### src/rtl/dmem_arbiter.sv
// dmem_arbiter
// Two-requester arbiter in front of a single-port, combinational-read data
// memory. Requester 0 is the core load/store unit, requester 1 the debug/DMA
// loader. At most one access is granted per cycle. The read data (the
// pre-write value for writes) is captured into a per-requester response
// register. Fairness is round-robin, and a short atomic lock supports
// read-modify-write sequences.
//
// Handshake: a request transfers on a cycle where req_valid[i] && req_ready[i].
// A response transfers on a cycle where rsp_valid[i] && rsp_ready[i]. req_ready
// is one-hot or zero. A requester is only eligible while its response slot is
// free or being drained, so each requester has at most one outstanding
// response.
//
// Ports:
//   clk, rst                  clock, synchronous active-low reset
//   req_valid/ready/we/lock   per-requester request handshake ([0]=core, [1]=DMA)
//   req_addr0/1, req_wdata0/1 word address and write data per requester
//   rsp_valid/ready/err       per-requester response handshake, range error
//   rsp_rdata0/1              response read data (0 on range error)
//   mem_a/mem_wd/mem_we       memory address, write data, write enable
//   mem_rd                    memory combinational read data
//   grant_id                  last granted requester (debug)
module dmem_arbiter #(
  parameter int DEPTH    = 32,
  parameter int AW       = 32,
  parameter int DW       = 32,
  parameter int MAX_LOCK = 4
) (
  input  logic          clk,
  input  logic          rst,
  input  logic [1:0]    req_valid,
  output logic [1:0]    req_ready,
  input  logic [1:0]    req_we,
  input  logic [1:0]    req_lock,
  input  logic [AW-1:0] req_addr0,
  input  logic [AW-1:0] req_addr1,
  input  logic [DW-1:0] req_wdata0,
  input  logic [DW-1:0] req_wdata1,
  output logic [1:0]    rsp_valid,
  input  logic [1:0]    rsp_ready,
  output logic [DW-1:0] rsp_rdata0,
  output logic [DW-1:0] rsp_rdata1,
  output logic [1:0]    rsp_err,
  output logic [AW-1:0] mem_a,
  output logic [DW-1:0] mem_wd,
  output logic          mem_we,
  input  logic [DW-1:0] mem_rd,
  output logic          grant_id
);

  localparam int CW = $clog2(MAX_LOCK + 1);

  typedef enum logic [1:0] {
    IDLE    = 2'd0,
    LOCKED0 = 2'd1,
    LOCKED1 = 2'd2
  } state_t;

  state_t        state, state_nxt;
  logic [CW-1:0] lock_cnt, lock_cnt_nxt;
  logic          rr_ptr, rr_ptr_nxt;

  logic [1:0]    elig;
  logic [1:0]    gnt;
  logic          any_gnt;
  logic          win_id;
  logic          lock_id;
  logic          lock_live;
  logic [AW-1:0] win_addr;
  logic [DW-1:0] win_wdata;
  logic          win_we;
  logic          win_oor;

  // A requester with an undrained response cannot issue again.
  assign elig = req_valid & (~rsp_valid | rsp_ready);

  // A lock whose owner has dropped req_valid is released in the same cycle,
  // so normal arbitration applies immediately.
  assign lock_id   = (state == LOCKED1);
  assign lock_live = (state != IDLE) && req_valid[lock_id];

  always_comb begin
    gnt = 2'b00;
    if (rst) begin
      if (lock_live) begin
        // The owner keeps the memory even while stalled on its response.
        if (elig[lock_id]) gnt = lock_id ? 2'b10 : 2'b01;
      end else if (&elig) begin
        gnt = rr_ptr ? 2'b10 : 2'b01;
      end else begin
        gnt = elig;
      end
    end
  end

  assign any_gnt   = |gnt;
  assign win_id    = gnt[1];
  assign win_addr  = win_id ? req_addr1 : req_addr0;
  assign win_wdata = win_id ? req_wdata1 : req_wdata0;
  assign win_we    = req_we[win_id];
  assign win_oor   = (win_addr >= AW'(DEPTH));

  assign req_ready = gnt;
  assign mem_a     = any_gnt ? win_addr : '0;
  assign mem_wd    = any_gnt ? win_wdata : '0;
  assign mem_we    = any_gnt && win_we && !win_oor;

  // Lock FSM and round-robin pointer.
  always_comb begin
    state_nxt    = state;
    lock_cnt_nxt = lock_cnt;
    rr_ptr_nxt   = rr_ptr;
    if (lock_live) begin
      if (any_gnt) begin
        if (lock_cnt == CW'(MAX_LOCK - 1)) begin
          // Forced release: hand priority to the other requester.
          state_nxt    = IDLE;
          lock_cnt_nxt = '0;
          rr_ptr_nxt   = ~lock_id;
        end else if (!req_lock[lock_id]) begin
          state_nxt    = IDLE;
          lock_cnt_nxt = '0;
        end else begin
          lock_cnt_nxt = lock_cnt + CW'(1);
        end
      end
    end else begin
      state_nxt    = IDLE;
      lock_cnt_nxt = '0;
      if (any_gnt) begin
        rr_ptr_nxt = ~win_id;
        if (req_lock[win_id]) begin
          state_nxt    = win_id ? LOCKED1 : LOCKED0;
          lock_cnt_nxt = CW'(1);
        end
      end
    end
  end

  always_ff @(posedge clk) begin
    if (!rst) begin
      state      <= IDLE;
      lock_cnt   <= '0;
      rr_ptr     <= 1'b0;
      grant_id   <= 1'b0;
      rsp_valid  <= 2'b00;
      rsp_err    <= 2'b00;
      rsp_rdata0 <= '0;
      rsp_rdata1 <= '0;
    end else begin
      state    <= state_nxt;
      lock_cnt <= lock_cnt_nxt;
      rr_ptr   <= rr_ptr_nxt;
      if (any_gnt) grant_id <= win_id;

      // A new grant on the draining edge keeps the slot full with new data.
      if (gnt[0]) begin
        rsp_valid[0] <= 1'b1;
        rsp_err[0]   <= win_oor;
        rsp_rdata0   <= win_oor ? '0 : mem_rd;
      end else if (rsp_ready[0]) begin
        rsp_valid[0] <= 1'b0;
      end

      if (gnt[1]) begin
        rsp_valid[1] <= 1'b1;
        rsp_err[1]   <= win_oor;
        rsp_rdata1   <= win_oor ? '0 : mem_rd;
      end else if (rsp_ready[1]) begin
        rsp_valid[1] <= 1'b0;
      end
    end
  end

endmodule
### config.mk
export PLATFORM = sky130hd
export DESIGN_NAME = dmem_arbiter
export DESIGN_NICKNAME = d
export VERILOG_FILES = /design/src/rtl/dmem_arbiter.sv
export SDC_FILE = /design/constraint.sdc
export NUM_CORES = 1
export LEC_CHECK = 0
export ABC_AREA = 1
export BUFFER_PORTS_ARGS = -buffer_cell sky130_fd_sc_hd__clkbuf_2
export CORE_MARGIN = 10
export CORE_UTILIZATION = 40
export CTS_BUF_LIST = sky130_fd_sc_hd__clkbuf_4 sky130_fd_sc_hd__clkbuf_8 sky130_fd_sc_hd__clkbuf_16
export CTS_CLUSTER_DIAMETER = 80
export DETAILED_ROUTE_END_ITERATION = 8
export HOLD_SLACK_MARGIN = 0.02
export PLACE_DENSITY = 0.79
export SLEW_MARGIN = 20
export SYNTH_ARGS = -nofsm -noshare
export SYNTH_HDL_FRONTEND = slang
export SYNTH_SLANG_ARGS = --single-unit
### constraint.sdc
create_clock -name clk -period 4 [get_ports clk]
set_input_delay 0 -clock clk [delete_from_list [all_inputs] [get_ports clk]]
set_output_delay 0 -clock clk [all_outputs]
set_load 0.05 [all_outputs]
==> reports/qor.yml <==
run:
  maxCapViolations: 0
routing:
  first_pass_iters: 5
  drc_errors: 0
  wl_um: 18800
  first_iter_violations: 559
  vias: 5629
  antenna_left: 0
  wire_per_inst_um: 16.9
  vias_per_cell: 5.06
floorplanning:
  fp.dieW_um: 123
  die_height_um: 123
  dieArea_um2: 15100
  start_util: 0.411
  core-area_um2: 10300
  rows: 37
  io_pins: 306
synthesis:
  yosys.area.top_type_share: 0.354
  synthSimpleGateAreaFrac: 0.459
  synth_area_leaders: "dfxtp_1, nand2_1, nand4_1"
  yosys_warnings: 0
  synth_top_family_by_area: "simple AND/OR/NAND/NOR gates"
  yosys_register_bits: 75
  synth_cell_types: 25
  yosys.area.top_type: "dfxtp_1"
  syn_area_um2: 4240
  syn_nets: 835
  yosysSeqAreaShare: 0.354
  synthMuxAreaShare: 0
  synth_cells: 663
  avgSynthCellArea_um2: 6.40
  synthAdderAreaFrac: 0.00590
  synth-xor-area-share: 0
  synth-compound-area-share: 0.0725
worst_setup_path:
  reg2reg_depth: 12
  crit_end: "mem_a[7]"
  timing.rr.end: "rsp_rdata0[5]"
  arrival_ns: 3.26
  worst_setup_path_end_kind: "output pin"
  worstPathRequired_ns: 4.00
  cp-startpoint: "state[0]"
  path_max_fanout: 55
  cp-start-kind: "register"
  r2r_slack_ns: 0.87
  criticalPathCategory: "register to output pin"
  timing.rr.start: "state[0]"
timing:
  fmax_ghz: 0.307
  tns_ns: 0
  rsz0062_at_grt: "no"
  period_share: 0.814
  worst_pin_slew_ns: 0.840
  slew_violations: 0
  setup_viol: 0
  relSlewSlack: 0.438
  hold_violations: 0
  final.min_clock_period_ns: 3.26
  clock_skew_ns: 0.00814
status:
  outcome: "completed"
finish:
  fillers: 988
  nets: 1141
  register_area_um2: 1500
  multi_input_area_um2: 2300
  area_growth_pct: 50.4
  final_common_cell: "clkbuf_2"
  final_area_um2: 6380
  final_cell_mix: "clkbuf_2, nand2_1, dfxtp_1"
  drive_gt1_frac: 0.353
global_route:
  antenna_found_initial: 3
  first_global_vias: 5366
  grt.total_usage: 0.229
  grt_overflow_total: 0
  grt_max_degree: 75
  grt_pass1_wl_um: 28000
clocking:
  clk_pin_slew_worst_paths_ns: 0.09
  cts_tree: "done"
  cts.sinks: 75
  clock_latency_ns: 0.35
  clockRootBuffer: "clkbuf_8"
  htree_levels: 3
  post_cts_buffers: 0
  cts_buffer_depth: 2
  cts_buffers: 9
placement:
  routabilityCongestion: 0.936
  numPortBuffers: 305
  postPlaceCellArea_um2: 5770
  place_hpwl_um: 14200
pwr:
  peakVddDrop_mv: 0.187
  power_density_nw_per_um2: 324
  p_leak_nw: 3.64
hold_path:
  hold_path_class: "input port to register"
[state kept, by name (all words and copies together) (netlist names)]
| name | flops |
|---|---|
| state | 2 |
| rsp_rdata0 | 32 |
| rsp_err | 2 |
| rsp_valid | 2 |
| grant_id | 1 |
| lock_cnt | 3 |
| rsp_rdata1 | 32 |
| rr_ptr | 1 |
[how the worst min path moves through the flow]
| stage | from | endpoint | slack, ns | cells past startpoint |
|---|---|---|---|---|
| final | req_valid[1] | lock_cnt[1] | 0.14 | 5 |
| after global routing | req_valid[1] | lock_cnt[1] | 0.16 | 5 |
| after CTS | req_valid[1] | lock_cnt[1] | 0.12 | 5 |
| after detailed placement | mem_rd[8] | rsp_rdata1[8] | 0.26 | 3 |
| after global placement | mem_rd[0] | rsp_rdata1[0] | 0.26 | 3 |
| after floorplan | mem_rd[0] | rsp_rdata0[0] | 0.15 | 2 |
[stage by stage]
step | hold slack [ns] | setup slack, ns | power [mW] | utilization | std cells
4_1_cts | 0.123 | 0.757 | 2.08 | 0.618 | 1110
5_1_grt | 0.158 | 0.471 | 2.16 | 0.618 | 1113
2_1_floorplan | 0.154 | 0.972 | 1.18 | - | 663
3_5_place_dp | 0.259 | 0.940 | 1.37 | 0.559 | 1057
6_report | 0.140 | 0.745 | 2.07 | 0.618 | 1113
3_3_place_gp | 0.258 | 1.01 | 1.37 | 0.559 | 1057
[Yosys cell counts]
master / n
buf_4: 3
nor2_2: 3
o21ai_0: 47
dfxtp_1: 75
o21ai_2: 1
nand4_1: 66
clkinv_1: 1
nand2_2: 3
buf_1: 4
a41oi_1: 1
nand3_1: 74
buf_6: 7
inv_2: 2
a21oi_1: 5
or2_1: 1
nand2_1: 218
nor3_1: 2
o21ai_1: 6
inv_1: 41
nand3b_1: 18
buf_2: 10
ha_1: 2
nor2_1: 38
clkbuf_1: 34
nor3_4: 1
[worst max-delay path, stage by stage, from the launching register on]
cell,delay [ns]
dfxtp_1,0.37
inv_2,0.05
nand3_1,0.07
nand2_2,0.10
nor2_2,0.13
nand2_2,0.25
nand2_4,0.53
buf_4,0.42
nand2_1,0.17
inv_1,0.10
buf_4,0.30
nor2_1,0.13
clkbuf_2,0.26
[where the power goes]
part	leakage [nW]	internal (mW)	switching, mW
Sequential	0.606	0.754	0.00485
Combinational	2.92	0.178	0.449
Clock	0.114	0.365	0.319
Total	3.64	1.30	0.773
[layout make-up]
type | instances | area share
Clock buffer | 9 | 0.0194
Antenna cell | 3 | 0.00118
Multi-Input combinational cell | 486 | 0.360
Sequential cell | 75 | 0.235
Clock inverter | 7 | 0.0169
Inverter | 44 | 0.0259
Tap cell | 136 | 0.0267
Timing Repair Buffer | 353 | 0.314
[routing by layer]
| metal | up-vias | GRT usage | wire length, µm |
|---|---|---|---|
| met5 | - | 0 | 0 |
| met4 | 0 | 0.104 | 457 |
| met3 | 29 | 0.0729 | 1590 |
| met2 | 255 | 0.404 | 9760 |
| met1 | 2529 | 0.247 | 7010 |
| li1 | 2816 | - | - |
[cells by family after synthesis]
logic type,Yosys count
AOI/OAI and AO/OA,60
adders and majority gates,2
buffers and inverters,102
DFF,75
and+or+nand+nor,424
[what timing repair did]
action / in CTS / in global routing
hold buffers: 37 / 0
gates resized for setup: 0 / 0
hold endpoints to repair: 71 / 0
(Power assumes the default switching activity.)
